--- config.mk ---
export PLATFORM = sky130hd
export DESIGN_NAME = tx_bus_sched
export DESIGN_NICKNAME = d
export VERILOG_FILES = /design/src/rtl/nicsys_bus_pkg.sv /design/src/rtl/crc16_byte.sv /design/src/rtl/tx_bus_sched.sv
export SDC_FILE = /design/constraint.sdc
export NUM_CORES = 1
export LEC_CHECK = 0
export BUFFER_PORTS_ARGS = -buffer_cell sky130_fd_sc_hd__buf_2
export CORE_ASPECT_RATIO = 0.9
export CORE_MARGIN = 1.5
export CORE_UTILIZATION = 57
export CTS_CLUSTER_DIAMETER = 30
export CTS_CLUSTER_SIZE = 24
export DETAILED_ROUTE_END_ITERATION = 10
export PLACE_DENSITY = 0.84
export SETUP_SLACK_MARGIN = 0.3
export SYNTH_ARGS = -nofsm -noshare
export SYNTH_HDL_FRONTEND = slang
export SYNTH_SLANG_ARGS = --single-unit
--- constraint.sdc ---
create_clock -name clk -period 3.5 [get_ports clk]
set_clock_uncertainty 0.1 [all_clocks]
set_input_delay 0.525 -clock clk [delete_from_list [all_inputs] [get_ports clk]]
set_output_delay 0.525 -clock clk [all_outputs]
set_load 0.05 [all_outputs]
--- src/rtl/nicsys_bus_pkg.sv ---
// Shared bus-side definitions: scheduler state encoding, CRC-16/MODBUS constants
// and default frame limits.
package nicsys_bus_pkg;

  typedef enum logic [2:0] {
    ST_IDLE      = 3'd0,
    ST_GAP       = 3'd1,
    ST_RD        = 3'd2,
    ST_WAIT      = 3'd3,
    ST_SEND      = 3'd4,
    ST_SEND_CRCL = 3'd5,
    ST_SEND_CRCH = 3'd6,
    ST_FLUSH     = 3'd7
  } tx_state_t;

  localparam logic [15:0] CRC16_POLY  = 16'hA001;
  localparam logic [15:0] CRC16_INIT  = 16'hFFFF;
  localparam int          DEF_MAX_LEN = 1024;
  localparam int          DEF_GAP_CYC = 16;

endpackage

--- src/rtl/crc16_byte.sv ---
// One-byte step of reflected CRC-16 (poly 0xA001), purely combinational.
// Zero latency; no flow control.
module crc16_byte
  import nicsys_bus_pkg::*;
(
  input  logic [15:0] crc,
  input  logic [7:0]  data,
  output logic [15:0] next_crc
);

  always_comb begin
    next_crc = crc ^ {8'h00, data};
    for (int i = 0; i < 8; i++) begin
      next_crc = next_crc[0] ? ((next_crc >> 1) ^ CRC16_POLY) : (next_crc >> 1);
    end
  end

endmodule

--- src/rtl/tx_bus_sched.sv ---
// TX scheduler: inter-frame gap, then streams TX buffer bytes 0..len-1 to the serializer (TX_BUS_CRC_EN appends CRC-16).
// First rden GAP_CYC+1 cycles after tx_start; one byte per RD_LAT+2 cycles at best.
// Holds ser_valid/ser_data until ser_ready; starts while busy are rejected with tx_err.
module tx_bus_sched
  import nicsys_bus_pkg::*;
#(
  parameter int AW      = 11,
  parameter int MAX_LEN = DEF_MAX_LEN,
  parameter int GAP_CYC = DEF_GAP_CYC,
  parameter int RD_LAT  = 2
) (
  input  logic          clk,
  input  logic          reset,
  input  logic          tx_start,
  input  logic [AW-1:0] tx_data_len,
  output logic          tx_buf_rden,
  output logic [AW-1:0] tx_buf_raddr,
  input  logic [7:0]    tx_buf_rdata,
  output logic          ser_valid,
  output logic [7:0]    ser_data,
  input  logic          ser_ready,
  input  logic          ser_busy,
  output logic          tx_busy,
  output logic          tx_done,
  output logic          tx_err
);

  localparam int            GW        = $clog2(GAP_CYC + 1);
  localparam logic [GW-1:0] GAP_LAST  = GW'(GAP_CYC - 1);
  localparam logic [1:0]    LAT_LAST  = 2'(RD_LAT - 1);
  localparam logic [AW:0]   MAX_LEN_V = (AW+1)'(MAX_LEN);

  tx_state_t     state;
  logic [AW-1:0] len_q;
  logic [AW:0]   byte_cnt;
  logic [AW:0]   byte_cnt_inc;
  logic [GW-1:0] gap_cnt;
  logic [1:0]    lat_cnt;
  logic          len_ok;
  logic          last_byte;

  assign len_ok       = (tx_data_len != '0) && ({1'b0, tx_data_len} <= MAX_LEN_V);
  assign byte_cnt_inc = byte_cnt + (AW+1)'(1);
  assign last_byte    = (byte_cnt_inc == {1'b0, len_q});

`ifdef TX_BUS_CRC_EN
  logic [15:0] crc;
  logic [15:0] crc_nxt;

  crc16_byte u_crc (
    .crc      (crc),
    .data     (ser_data),
    .next_crc (crc_nxt)
  );
`endif

  always_ff @(posedge clk) begin
    if (!reset) begin
      state        <= ST_IDLE;
      len_q        <= '0;
      byte_cnt     <= '0;
      gap_cnt      <= '0;
      lat_cnt      <= '0;
      tx_buf_rden  <= 1'b0;
      tx_buf_raddr <= '0;
      ser_valid    <= 1'b0;
      ser_data     <= '0;
      tx_busy      <= 1'b0;
      tx_done      <= 1'b0;
      tx_err       <= 1'b0;
`ifdef TX_BUS_CRC_EN
      crc          <= CRC16_INIT;
`endif
    end else begin
      tx_buf_rden <= 1'b0;
      tx_done     <= 1'b0;
      tx_err      <= 1'b0;
      case (state)
        ST_IDLE: begin
          // tx_done is still high in the first idle cycle, which counts as busy
          if (tx_start) begin
            if (tx_done || !len_ok) begin
              tx_err <= 1'b1;
            end else begin
              len_q    <= tx_data_len;
              byte_cnt <= '0;
              gap_cnt  <= '0;
              tx_busy  <= 1'b1;
              state    <= ST_GAP;
`ifdef TX_BUS_CRC_EN
              crc      <= CRC16_INIT;
`endif
            end
          end
        end
        ST_GAP: begin
          if (ser_busy) begin
            gap_cnt <= '0;
          end else if (gap_cnt == GAP_LAST) begin
            tx_buf_rden  <= 1'b1;
            tx_buf_raddr <= byte_cnt[AW-1:0];
            state        <= ST_RD;
          end else begin
            gap_cnt <= gap_cnt + GW'(1);
          end
        end
        ST_RD: begin
          lat_cnt <= '0;
          state   <= ST_WAIT;
        end
        ST_WAIT: begin
          if (lat_cnt == LAT_LAST) begin
            ser_data  <= tx_buf_rdata;
            ser_valid <= 1'b1;
            state     <= ST_SEND;
          end else begin
            lat_cnt <= lat_cnt + 2'd1;
          end
        end
        ST_SEND: begin
          if (ser_ready) begin
            byte_cnt  <= byte_cnt_inc;
            ser_valid <= 1'b0;
`ifdef TX_BUS_CRC_EN
            crc       <= crc_nxt;
`endif
            if (last_byte) begin
`ifdef TX_BUS_CRC_EN
              ser_valid <= 1'b1;
              ser_data  <= crc_nxt[7:0];
              state     <= ST_SEND_CRCL;
`else
              state     <= ST_FLUSH;
`endif
            end else begin
              tx_buf_rden  <= 1'b1;
              tx_buf_raddr <= byte_cnt_inc[AW-1:0];
              state        <= ST_RD;
            end
          end
        end
`ifdef TX_BUS_CRC_EN
        ST_SEND_CRCL: begin
          if (ser_ready) begin
            ser_data <= crc[15:8];
            state    <= ST_SEND_CRCH;
          end
        end
        ST_SEND_CRCH: begin
          if (ser_ready) begin
            ser_valid <= 1'b0;
            state     <= ST_FLUSH;
          end
        end
`endif
        ST_FLUSH: begin
          if (!ser_busy) begin
            tx_done <= 1'b1;
            tx_busy <= 1'b0;
            state   <= ST_IDLE;
          end
        end
        default: state <= ST_IDLE;
      endcase
      if (tx_start && (state != ST_IDLE)) tx_err <= 1'b1;
    end
  end

endmodule

==> flow_metrics.tcl, run 1 <==
set metrics [dict create \
    place_congestion 0.9204 \
    placed_cell_area_um2 3319 \
    synth_area_leaders "dfxtp_1 (37%), mux2i_1 (8.2%), nand2_1 (7.7%)" \
    drc 0 \
    cts_inserted_buffers 9 \
    boundaryPins 48 \
    ys.flop_type "dfxtp_1" \
    tightest_slew_ns 0.5942 \
    vias_per_cell 5.679 \
    clockBufferDepth 2 \
    worstHoldPathType "primary input to flop" \
    final_cell_mix "nand2_1 (63), dfxtp_1 (57), nor2_1 (47), buf_2 (47), a21oi_1 (34)" \
    drt_pass1_iterations 5 \
    grt_pass1_vias 2546 \
    wirelength_um 6778 \
    area_growth_pct 14.79 \
    fill_cells 416 \
    synthCells 392 \
    grt_pass1_wl_um 11410 \
    holdWs_ns 0.3268 \
    maxSlewViolCount 0 \
    grt-ovfl-total 0 \
    n_antenna_cell 0 \
    yosys.area.top_type "dfxtp_1" \
    die_w_um 80.27 \
    clkTransAtPathRegs_ns 0.06 \
    slew_headroom 0.6014 \
    ctsRootBufferMaster "clkbuf_8" \
    setup_viol 0 \
    num_vias 2845 \
    synth_seq_cells 57 \
    final_common_cell "nand2_1" \
    dr.max_layer_used "met4" \
    syn_avg_cell_area_um2 7.814 \
    crit_fanout 13 \
    start_util 0.5863 \
    die-area_um2 5823 \
    finalCritPeriodShare 0.8103 \
    synth_top_area_share 0.3725 \
    grt_util_all_layers 0.2519 \
    grt_max_degree 28 \
    final_area_um2 3516 \
    cts_tree "done" \
    ys_seq_area_frac 0.3725 \
    wl_met1_um 3242 \
    synthesis.nets 421 \
    yosys_warnings 0 \
    die_y_um 72.54 \
    synthArstFlopShare 0 \
    layout_min_cycle_time_ns 2.836 \
    endpoint_kind "flop" \
    status "complete, no violations" \
    num_rows 25 \
    detail-route-antenna-nets 0 \
    critPathRequiredTime_ns 3.66 \
    synthDistinctLibCells 46 \
    clkLatencyLatePin_ns 0.33 \
    hold_viol_final 0 \
    synth_edf_count 0 \
    cap_violations 0 \
    portBuffers 47 \
    synth_area_um2 3063 \
    dpl.hpwl_um 4923 \
    antenna_found_initial 0 \
    cts_sinks 57 \
    core_um2 5224 \
    wl_per_cell_um 13.53 \
    max-vdd-ir-drop_mv 0.3202 \
    drt_iter0_markers 287 \
    drive_gt1_frac 0.1774 \
    start_kind "flop" \
    fmax_mhz 352.6 \
    powerDensity_nw_per_um2 504.6 \
    cellLeakagePower_nw 1.498 \
    htree_levels 3 \
    nets 459 \
    fin_util 0.6731 \
    rsz0062_at_grt "false" \
    postCtsSetupRepairBufs 0 \
    wl_met3_um 397 \
    cp_data_arrival_time_ns 3.00 \
    setup-tns-final_ns 0 \
    critPathKind "flop to flop" \
    wl_met2_um 3016 \
]
-- sequential cells by signal, summed over array words and instances (netlist names) --
register,cells
tx_busy,1
lat_cnt,2
ser_valid,1
state,3
tx_buf_rden,1
tx_buf_raddr,11
tx_err,1
len_q,11
byte_cnt,12
ser_data,8
tx_done,1
gap_cnt,5
-- worst paths after layout --
kind,startpoint,slack [ns],cells past startpoint,endpoint
worst max-delay path,state[1],0.66,7,tx_buf_raddr[4]
worst min-delay path,tx_buf_rdata[6],0.33,3,ser_data[6]
worst max register to register,state[1],0.66,7,tx_buf_raddr[4]
worst min register to register,tx_buf_raddr[5],0.36,2,tx_buf_raddr[5]
-- cell usage after synthesis, types with 5 or more instances --
| cell | instances |
|---|---|
| xnor2_1 | 12 |
| xor2_1 | 8 |
| or3_1 | 5 |
| o21ai_0 | 15 |
| buf_2 | 5 |
| nor2_1 | 47 |
| ha_1 | 5 |
| or4_1 | 6 |
| dfxtp_1 | 57 |
| inv_1 | 7 |
| nand3_1 | 14 |
| nand2_1 | 63 |
| nand2b_1 | 6 |
| a21oi_1 | 34 |
| and3_1 | 9 |
| mux2i_1 | 25 |
| clkbuf_1 | 19 |
-- critical path: stages (launching register included) --
cell	delay [ns]
dfxtp_1	0.43
nor2_1	0.15
nand2_1	0.23
inv_1	0.37
nand3_1	0.13
a2111oi_1	0.58
a31o_2	0.52
mux2i_1	0.24
-- what timing repair did --
| item | in CTS | in global routing |
|---|---|---|
| hold endpoints to repair | 0 | 0 |
| hold buffers | 0 | 0 |
| endpoints found under the setup margin | 0 | 5 |
| resized for setup | 0 | 1 |
-- cells by family (layout without fill, tap and decap cells) --
family                   count (synthesis)  count (layout)  share of synthesized area
AND/OR/NAND/NOR                        175             175                     0.2721
AO/OA/AOI/OAI                           75              75                     0.1475
flip-flops                              57              57                     0.3725
buffers and inverters                   34              76                    0.04493
multiplexers                            26              26                    0.08538
XOR/XNOR                                20              20                    0.05719
adder cells (fa/ha/maj)                  5               5                    0.02042
-- layer usage --
metal  up-vias  GRT usage
met2       111     0.3847
met1      1287     0.3482
met3        12    0.04025
met4         0     0.1188
li1       1435          -
met5         -          0
-- per-stage QoR --
stage | setup WS [ns] | total power, mW | cells
floorplan | 0.8343 | 1.069 | 392
detailed placement | 0.6330 | 1.167 | 486
global route | 0.4697 | 1.855 | 501
finish | 0.6639 | 1.774 | 501
global placement | 0.7044 | 1.151 | 486
CTS | 0.6080 | 1.776 | 501
-- layout make-up --
| type | count | area [um2] | share of cell area |
|---|---|---|---|
| repair buffers | 53 | 280.3 | 0.07972 |
| inverters | 8 | 30.03 | 0.008541 |
| multi-input cells | 301 | 1785 | 0.5078 |
| clock buffers | 12 | 155.1 | 0.04413 |
| well taps | 67 | 83.83 | 0.02384 |
| flip-flops and latches | 57 | 1141 | 0.3246 |
| clock inverters | 3 | 40.04 | 0.01139 |
-- power by group --
group          total (mW)  internal, mW  switching (mW)
Sequential          0.721         0.684          0.0368
Combinational       0.442         0.173           0.269
Clock               0.611         0.361           0.250
No activity file was read; power rests on OpenSTA's default activity.
==> run 2: changes to the inputs <==
CORE_UTILIZATION = 51   (was 57)
PLACE_DENSITY = 0.8   (was 0.84)
clock period = 2.3 ns   (was 3.5 ns; I/O delays follow)
==> run 2 against run 1 <==
  * Via count increased by 13%
  * Sequential power increased by 51%
  * Critical path depth unchanged
  * Clock-buffer cell count increased by 2
  * Critical endpoint is now gap_cnt[2]
  * Cell count increased by 9.2%
  * Clock power increased by 62%
  * Final area increased by 19%
  * First-iteration DRC count increased by 15%
  * Flip-flop and latch count unchanged
  * Sequential share of layout area decreased by 4.6 points
  * Non-clock buffer count increased by 42
  * Die area increased by 11%
==> flow_metrics.tcl, run 2 (same netlist as run 1, synthesis figures left out) <==
set metrics [dict create \
    status "complete, no violations" \
    wl_per_cell_um 16.07 \
    start_util 0.5350 \
    crit_fanout 3 \
    cap_violations 0 \
    finalNonFillerCells 547 \
    maxSlewViolCount 0 \
    placedCellCount 512 \
    endpoint_kind "flop" \
    tightest_slew_ns 0.4858 \
    rsz0062_at_grt "true" \
    dpl.hpwl_um 5249 \
    clkTransAtPathRegs_ns 0.06 \
    drc 0 \
    intPower_mw 2.052 \
    vias_per_cell 5.863 \
    portBuffers 47 \
    num_vias 3207 \
    boundaryPins 48 \
    place_congestion 0.8553 \
    area_growth_pct 37.05 \
    setup_viol 0 \
    powerDensity_nw_per_um2 722.2 \
    cts_tree "done" \
    min_from "tx_buf_rdata[6]" \
    grt_max_degree 44 \
    die-area_um2 6480 \
    crit_start "tx_data_len[1]" \
    critPathRequiredTime_ns 2.48 \
    setup-tns-final_ns 0 \
    ctsRootBufferMaster "clkbuf_8" \
    drive_gt1_frac 0.3648 \
    fmax_mhz 473.6 \
    r2r_start "byte_cnt[0]" \
    clockBufferDepth 2 \
    cts_inserted_buffers 9 \
    layout_min_cycle_time_ns 2.111 \
    clkPwrFrac 0.327 \
    worstHoldPathType "primary input to flop" \
    swShare 0.3232 \
    cp_data_arrival_time_ns 2.29 \
    grt_util_all_layers 0.2694 \
    core_um2 5725 \
    grt-ovfl-total 0 \
    slew_headroom 0.6761 \
    drt_pass1_iterations 5 \
    start_kind "primary input" \
    drt_iter0_markers 331 \
    num_rows 26 \
    clkLatencyLatePin_ns 0.35 \
    p_sw_mw 0.9799 \
    largest_reg_flops 12 \
    grt_pass1_wl_um 14000 \
    top_register "byte_cnt" \
    nets 501 \
    critPathKind "primary input to flop" \
    cts_sinks 57 \
    wirelength_um 8793 \
    hold_viol_final 0 \
    power_frac_comb 0.315 \
    die_y_um 76.52 \
    finalCritPeriodShare 0.9180 \
    max-vdd-ir-drop_mv 0.5401 \
    detail-route-antenna-nets 0 \
    reg_top3 "byte_cnt (12), len_q (11), tx_buf_raddr (11)" \
    antenna_found_initial 0 \
    postCtsHoldBufs 0 \
    p_seq_frac 0.359 \
    n_antenna_cell 0 \
    grt_pass1_vias 3001 \
    die_w_um 84.69 \
    cellLeakagePower_nw 1.784 \
    htree_levels 3 \
    final_cell_mix "nand2_1 (62), dfxtp_1 (44), buf_2 (44), nor2_1 (43), buf_4 (42)" \
    final_common_cell "nand2_1" \
]
run 2: changes by cell type in the layout (fill, tap and decap cells not counted), moves of 3 or more:
cell | previous run | this run
buf_4 | 6 | 42
dfxtp_1 | 57 | 44
o21ai_0 | 15 | 4
o21ai_2 | 0 | 9
dfxtp_2 | 0 | 8
buf_6 | 0 | 6
dfxtp_4 | 0 | 5
nor2_1 | 47 | 43
nor2_2 | 0 | 4
nor4_1 | 4 | 0
and3_1 | 9 | 6
buf_2 | 47 | 44
ha_1 | 5 | 2
nor4_4 | 1 | 4
run 2: power by group through the flow:
stage	Clock, mW	Sequential [mW]	Combinational, mW
floorplan	0	1.11	0.529
global placement	0	1.10	0.755
detailed placement	0	1.10	0.777
CTS	0.996	1.09	0.869
global route	1.04	1.09	1.03
finish	0.991	1.09	0.954
run 2: path summary, 6_finish.rpt:
kind | endpoint | slack, ns | cells past startpoint
hold / removal | ser_data[6] | 0.13 | 3
hold reg to reg | ser_data[4] | 0.35 | 2
setup / recovery | gap_cnt[2] | 0.19 | 7
setup reg to reg | state[2] | 0.19 | 9
run 2: what timing repair did:
action                                  4_1_cts  5_1_grt
cloned                                        1        0
endpoints found under the setup margin       35       46
buffers inserted                             14        4
gates resized for setup                      45       29
pin swaps                                     8       21
run 2: per-stage QoR:
step | setup WS (ns) | util | instance area [um2] | power [mW] | hold WS, ns
after global placement | -0.1079 | 0.6276 | 3593 | 1.856 | 0.3389
after CTS | 0.2148 | 0.7107 | 4069 | 2.950 | 0.1213
final | 0.1887 | 0.7332 | 4198 | 3.032 | 0.1251
after detailed placement | -0.1797 | 0.6276 | 3593 | 1.881 | 0.3463
after global routing | 0.05941 | 0.7332 | 4198 | 3.159 | 0.1323
after floorplan | -0.02148 | - | 3149 | 1.640 | 0.3532
run 2: cell type report:
type,instances,area (um2)
Clock buffer,14,172.7
Clock inverter,2,35.03
Fill cell,397,1528
Inverter,8,30.03
Multi-Input combinational cell,301,2032
Sequential cell,57,1170
Tap cell,70,87.58
Timing Repair Buffer,95,670.6
run 2: worst max-delay path, cell delays in order:
cell and delay (ns):
buf_6 0.09, or4_4 0.53, o31a_1 0.34, nor4_4 0.22, a31oi_2 0.08, or4b_4 0.53
a21oi_2 0.15
run 2: layer usage:
metal	global-route usage	vias to the layer above	part of all wire
li1	-	1518	-
met1	0.3329	1485	0.42
met2	0.4437	172	0.48
met3	0.06501	32	0.074
met4	0.1210	0	0.028
met5	0	-	0
